**src/rtl/sb_rx_fifo_deser.sv**
```systemverilog
// rtl/sb_rx_fifo_deser.sv - sideband RX: pin oversampling, LSB-first deserialiser, show-ahead message FIFO
`timescale 1ns/1ps
module sb_rx_fifo_deser #(
    parameter int MSG_WIDTH   = 64,
    parameter int FIFO_DEPTH  = 4,
    parameter int SYNC_STAGES = 2,
    parameter int TIMEOUT_CYC = 64
) (
    input  logic                               clk_800MHz,
    input  logic                               reset,
    input  logic                               enable_i,
    input  logic                               clkPin_i,
    input  logic                               dataPin_i,
    input  logic                               ready_i,
    input  logic                               clear_err_i,
    output logic [MSG_WIDTH-1:0]               data_o,
    output logic                               valid_o,
    output logic [$clog2(FIFO_DEPTH+1)-1:0]    count_o,
    output logic                               overflow_o,
    output logic                               frame_err_o
);
    localparam int CNT_W  = $clog2(MSG_WIDTH);
    localparam int PTR_W  = $clog2(FIFO_DEPTH);
    localparam int OCC_W  = $clog2(FIFO_DEPTH + 1);
    localparam int IDLE_W = $clog2(TIMEOUT_CYC + 1);

    logic [SYNC_STAGES-1:0] clk_sync_q;
    logic [SYNC_STAGES-1:0] data_sync_q;
    logic                   clk_prev;
    logic                   clk_sync;
    logic                   data_sync;
    logic                   fall;

    logic [MSG_WIDTH-1:0]   shift_reg;
    logic [MSG_WIDTH-1:0]   shift_next;
    logic [CNT_W-1:0]       bit_cnt;
    logic [IDLE_W-1:0]      idle_cnt;
    logic                   push;

    logic [MSG_WIDTH-1:0]   mem [FIFO_DEPTH];
    logic [PTR_W-1:0]       wr_ptr;
    logic [PTR_W-1:0]       rd_ptr;
    logic                   full;
    logic                   pop;
    logic                   push_ok;
    logic                   drop;

    assign clk_sync   = clk_sync_q[SYNC_STAGES-1];
    assign data_sync  = data_sync_q[SYNC_STAGES-1];
    assign fall       = clk_prev & ~clk_sync;
    assign shift_next = {data_sync, shift_reg[MSG_WIDTH-1:1]};
    assign push       = fall & enable_i & (bit_cnt == CNT_W'(MSG_WIDTH - 1));

    // clk chain resets high so leaving reset never fabricates a falling edge
    always_ff @(posedge clk_800MHz) begin
        if (reset) begin
            clk_sync_q  <= '1;
            data_sync_q <= '0;
            clk_prev    <= 1'b1;
        end else begin
            clk_sync_q  <= {clk_sync_q[SYNC_STAGES-2:0], clkPin_i};
            data_sync_q <= {data_sync_q[SYNC_STAGES-2:0], dataPin_i};
            clk_prev    <= clk_sync;
        end
    end

    always_ff @(posedge clk_800MHz) begin
        if (reset) begin
            shift_reg   <= '0;
            bit_cnt     <= '0;
            idle_cnt    <= '0;
            frame_err_o <= 1'b0;
        end else begin
            frame_err_o <= 1'b0;
            if (!enable_i) begin
                bit_cnt  <= '0;
                idle_cnt <= '0;
            end else if (fall) begin
                shift_reg <= shift_next;
                bit_cnt   <= push ? '0 : bit_cnt + 1'b1;
                idle_cnt  <= '0;
            end else if (bit_cnt != '0) begin
                // a stalled partial message is abandoned so the next word frames cleanly
                if (idle_cnt == IDLE_W'(TIMEOUT_CYC - 1)) begin
                    bit_cnt     <= '0;
                    idle_cnt    <= '0;
                    frame_err_o <= 1'b1;
                end else begin
                    idle_cnt <= idle_cnt + 1'b1;
                end
            end else begin
                idle_cnt <= '0;
            end
        end
    end

    assign valid_o = (count_o != '0);
    assign data_o  = mem[rd_ptr];
    assign full    = (count_o == OCC_W'(FIFO_DEPTH));
    assign pop     = valid_o & ready_i;
    assign push_ok = push & (~full | pop);
    assign drop    = push & full & ~pop;

    always_ff @(posedge clk_800MHz) begin
        if (reset) begin
            for (int i = 0; i < FIFO_DEPTH; i++) mem[i] <= '0;
            wr_ptr     <= '0;
            rd_ptr     <= '0;
            count_o    <= '0;
            overflow_o <= 1'b0;
        end else begin
            if (push_ok) begin
                mem[wr_ptr] <= shift_next;
                wr_ptr      <= wr_ptr + 1'b1;
            end
            if (pop) rd_ptr <= rd_ptr + 1'b1;
            case ({push_ok, pop})
                2'b10:   count_o <= count_o + 1'b1;
                2'b01:   count_o <= count_o - 1'b1;
                default: count_o <= count_o;
            endcase
            // a fresh drop outranks a coincident clear
            if (drop)             overflow_o <= 1'b1;
            else if (clear_err_i) overflow_o <= 1'b0;
        end
    end
endmodule

```
**config.mk**
```make
export PLATFORM = sky130hd
export DESIGN_NAME = sb_rx_fifo_deser
export DESIGN_NICKNAME = d
export VERILOG_FILES = /design/src/rtl/sb_rx_fifo_deser.sv
export SDC_FILE = /design/constraint.sdc
export NUM_CORES = 1
export LEC_CHECK = 0
export ABC_AREA = 0
export BUFFER_PORTS_ARGS = -buffer_cell sky130_fd_sc_hd__buf_2
export CAP_MARGIN = 30
export CORE_UTILIZATION = 40
export CTS_BUF_LIST = sky130_fd_sc_hd__clkbuf_8
export DETAILED_ROUTE_END_ITERATION = 8
export HOLD_SLACK_MARGIN = 0.1
export RECOVER_POWER = 50
export SYNTH_ARGS = -nofsm -noshare
export SYNTH_HDL_FRONTEND = slang
export SYNTH_SLANG_ARGS = --single-unit
```
**constraint.sdc**
```tcl
create_clock -name clk_800MHz -period 4.7 [get_ports clk_800MHz]
set_input_delay 0.47 -clock clk_800MHz [delete_from_list [all_inputs] [get_ports clk_800MHz]]
set_output_delay 0.47 -clock clk_800MHz [all_outputs]
set_load 0.05 [all_outputs]
```
Yosys cells after proc, flatten, opt, wreduce, memory -nomap -nowiden
Memories as Yosys holds them, arrays and structs flattened. A register that Yosys moved wholly into a read port is not among the register bits.
Index checks and enable logic that the tools add are counted.
{ "word_totals": {"mem_bits_rw": 256, "in_bits": 7, "elab_cells": 66, "out_inout_bits": 70, "register_bits": 91, "mem_count": 1} }
{ "classes": {"mux": 18, "addsub": 6, "n_eq_ne": 5, "n_reduce_logical": 12, "n_bitwise": 13} }
{ "mem_list": {"columns": ["memory", "depth", "word_bits", "read_ports", "rd_ports_with_merged_regs", "wr", "line_no", "source"], "rows": [
  ["mem", 4, 64, 1, 1, 4, "40", "logic [MSG_WIDTH-1:0] mem [FIFO_DEPTH];"]
]} }
{ "op_table": {"columns": ["cell", "n"], "rows": [
  ["$mux W64", 1],
  ["$reduce_or A64 Y1", 1],
  ["$mux W6", 4],
  ["$mux W1", 9],
  ["$reduce_bool A2 Y1", 4],
  ["$add A7 B1 Y7 const B", 1],
  ["$and A1 B1 Y1", 7],
  ["$eq A7 B6 Y1 const B", 1],
  ["$add A6 B1 Y6 const B", 1],
  ["$eq A6 B6 Y1 const B", 1],
  ["$mux W2", 3],
  ["$pmux W3 S2", 1],
  ["$reduce_bool A6 Y1", 1],
  ["$not A1 Y1", 5],
  ["$reduce_or A5 Y1", 1],
  ["$add A2 B1 Y2 const B", 2],
  ["$reduce_and A2 Y1", 2],
  ["$reduce_or A4 Y1", 1],
  ["$add A3 B1 Y3 const B", 1],
  ["$eq A3 B3 Y1 const B", 1],
  ["$reduce_bool A3 Y1", 1],
  ["$sub A3 B1 Y3 const B", 1],
  ["$eq A2 B1 Y1 const B", 1],
  ["$eq A2 B2 Y1 const B", 1],
  ["2 further kinds", 2]
]} }

Depth between registers and ports, before layout
{ "logic_depth": {"word_depth": 10, "ltp_mapped": 10, "mapped_depth_nobuf": 10} }

Worst setup path before layout
OpenSTA, ideal clock, no wires.
{ "synth_path": {"path_kind": "reg2reg", "startpoint": "register count_o[0]", "endpoint": "memory mem[1][0], enable pin", "setup_slack_ps": 1075, "arrival_time_ps": 3193, "n_path_buf": 0, "period_less_slack_ps": 3625, "required_ps": 4268, "setup_ps": 432, "stages_incl_launch_ff": 6, "path_cell_list": "dfxtp_1 nor4b_2 nor4_4 inv_2 or3_1 nand2b_1"} }
{ "synth_rtl": {"columns": ["item", "line_no", "source"], "rows": [
  ["start: declaration", "18", "output logic [$clog2(FIFO_DEPTH+1)-1:0] count_o,"],
  ["start signal: assignment", "118", "2'b10: count_o <= count_o + 1'b1;"],
  ["start signal: assignment", "119", "2'b01: count_o <= count_o - 1'b1;"],
  ["start signal: assignment", "120", "default: count_o <= count_o;"],
  ["end: declaration", "40", null]
]} }

==> impl_metrics.yaml <==
detailed_routing:
  top_layer_used: "met4"
  met2_length_mm: 14.6
  num_vias: 8265
  wl_per_cell_um: 18.4
  wl_mm: 30.1
  ant_nets: 0
  viasPerCell: 5.05
  met1_length_mm: 13.2
  dr_wl_met3_mm: 1.82
  drt-initial-drc-count: 635
  drc: 0
  detail_route.first_pass.iterations: 6
timing:
  finalCritPeriodShare: 0.758
  rsz0062_at_grt: "no"
  slew_violations: 96
  finalHoldViolCount: 0
  setup-tns-final_ns: 0
  final-setup-viol-count: 0
  clock-skew-final_ns: 0.0148
  fin_ws_ns: 1.14
  max_freq_mhz: 281
  worst_pin_slew_ns: 3.35
  slew_headroom: -1.23
  hold_ws_ns: 0.175
  fin_crit_ns: 3.56
setup_path:
  cp.required_ns: 4.96
  worstSetupPathType: "reg2reg"
  r2r_end: "mem[3][11]"
  ff2ff_path_depth: 5
  critPathTopFamily: "compound AO/OA/AOI/OAI gates"
  cp_max_fo: 31
  crit_path_end_kind: "flop"
  crit_path_start_kind: "flop"
  cp_data_arrival_time_ns: 3.82
  crit_buf_inv: 1
  crit_path_end: "mem[3][11]"
  crit_path_cell_trace: "ha_1, nand2_1, nor4_1, a31o_1, buf_4"
  cp_num_cells: 5
  crit_slowest_cell: "a31o_1"
  cp_slowest_stage_delay_ns: 1.39
  worstReg2RegStart: "bit_cnt[0]"
  r2r_slack_ns: 1.14
  crit_start: "bit_cnt[0]"
floorplanning:
  start_util: 0.406
  rows: 69
  dieArea_um2: 36800
  core_area_um2: 35500
  fp.dieW_um: 192
  dieHeight_um: 192
  ioPinCount: 77
cells_and_area:
  nets: 1139
  stdcell_count: 1637
  nFillCells: 3138
  antennaDiodeCount: 0
  largest_register_ffs: 256
  final_area_um2: 16400
  mostFrequentLayoutCells: "256 x edfxtp_1, 172 x and2_1, 137 x nand2_1"
  postLayoutCoreUtil: 0.461
  layout_commonest_cell: "edfxtp_1"
  synthToLayoutAreaGrowth_pct: 13.6
  drive_above_1_share: 0.205
place:
  preCtsSetupSlack_ns: 1.78
  dp_hpwl_mm: 15.5
  numPortBuffers: 76
  place_area_um2: 15300
  dp.cells: 1526
  place.gp.congestion: 0.723
run_status:
  violations: "max-capacitance violations, max-slew violations"
  status: "finished with violations"
pwr:
  peakVddDrop_v: 0.000205
  power_density_nw_per_um2: 381
  p_total_mw: 6.23
  leakage_nw: 5.78
logic_synthesis:
  yosys_warnings: 0
  synth_top_cell_by_area: "edfxtp_1"
  syn_area_um2: 14400
  synth_top_area_frac: 0.533
  synth_area_leaders: "edfxtp_1 53%, dfxtp_1 13%, mux4_2 10%, and2_1 8.2%, nand2_1 3.6%"
  synthCells: 1045
  syn_avg_cell_area_um2: 13.8
  syn-num-nets: 1057
  synth_cell_types: 38
  synth-seq-area-share: 0.661
  ys_seq_elements: 348
grt:
  grt_overflow: 0
  grt_usage: 0.169
  grt_max_degree: 99
  grt_pass1_wl_mm: 47.2
  grt_pass1_vias: 8314
  grt_antenna_before_repair: 0
cts:
  htreeDepth: 2
  clk_path_buf_depth: 3
  cts_tree: "done"
  clock_latency_ns: 0.59
  clock-sinks: 348
  cts_hold_buf: 2
  cts_setup_buffers: 0
  cts_buffers: 57
  clk_pin_slew_ns: 0.06
  cts_resized: 0
  cts-root-buf: "clkbuf_8"
worst_hold_path:
  min_path_type: "in2reg"
run:
  drv_cap: 2
## how the worst min path moves through the flow
| stage | start | end | slack (ns) | depth (start not counted) |
|---|---|---|---|---|
| 2_1_floorplan | clk_sync_q[0] | clk_sync_q[1] | 0.39 | 1 |
| 3_3_place_gp | clk_sync_q[0] | clk_sync_q[1] | 0.41 | 1 |
| 3_5_place_dp | clk_sync_q[0] | clk_sync_q[1] | 0.40 | 1 |
| 4_1_cts | clear_err_i | overflow_o | 0.13 | 4 |
| 5_1_grt | clear_err_i | overflow_o | 0.16 | 4 |
| 6_report | clear_err_i | overflow_o | 0.17 | 4 |
## layout make-up
| cell class | count | area (um2) | area share |
|---|---|---|---|
| Timing Repair Buffer | 98 | 629 | 0.0384 |
| Clock buffer | 66 | 908 | 0.0555 |
| Tap cell | 461 | 577 | 0.0352 |
| Inverter | 10 | 37.5 | 0.00229 |
| Multi-Input combinational cell | 612 | 4490 | 0.274 |
| Clock inverter | 42 | 200 | 0.0122 |
| Sequential cell | 348 | 9530 | 0.582 |
## metal layers
| layer | vias to the layer above | track usage |
|---|---|---|
| met4 | 0 | 0.0537 |
| li1 | 3931 | - |
| met5 | - | 0 |
| met3 | 43 | 0.0373 |
| met1 | 4115 | 0.224 |
| met2 | 176 | 0.274 |
## Yosys cell counts, drive strengths merged
library cell  number
clkbuf            48
mux4              64
o311a              1
o21ai              7
nand2            137
buf               27
inv               10
a31o               1
a21oi             73
nor4               7
xor2               6
and3              66
nor2              18
nor3               3
a41oi              1
dfxtp             92
ha                 4
nor2b              4
a32oi              1
or2                4
fa                 1
or3                5
nand3              5
xnor2              3
nand2b             4
edfxtp           256
a21o               1
o31a               1
a211o              1
nor4b              1
o22ai              2
nand3b             1
and2             190
## cells by family (layout without fill, tap and decap cells)
group,count (synthesis),count (layout),share of synthesized area
AOI/OAI and AO/OA,89,89,0.0329
xor gates and xnor gates,9,9,0.00547
adders and majority gates,5,5,0.00486
buffers and inverters,85,216,0.0270
DFF,348,348,0.661
muxes,64,64,0.100
and+or+nand+nor,445,445,0.169
## report_power, final
group	total [mW]	leakage [nW]	switching [mW]	internal [mW]
Sequential	3.43	3.18	0.0282	3.40
Combinational	0.282	1.94	0.209	0.0727
Clock	2.53	0.665	1.19	1.33
## worst min-delay path: cells and delay by family
family | cells | cell delay, ns
buf+inv | 2 | 0.14
simple gates | 1 | 0.07
compound gates | 1 | 0.04
Note: power is estimated with default switching activity, not from simulation.
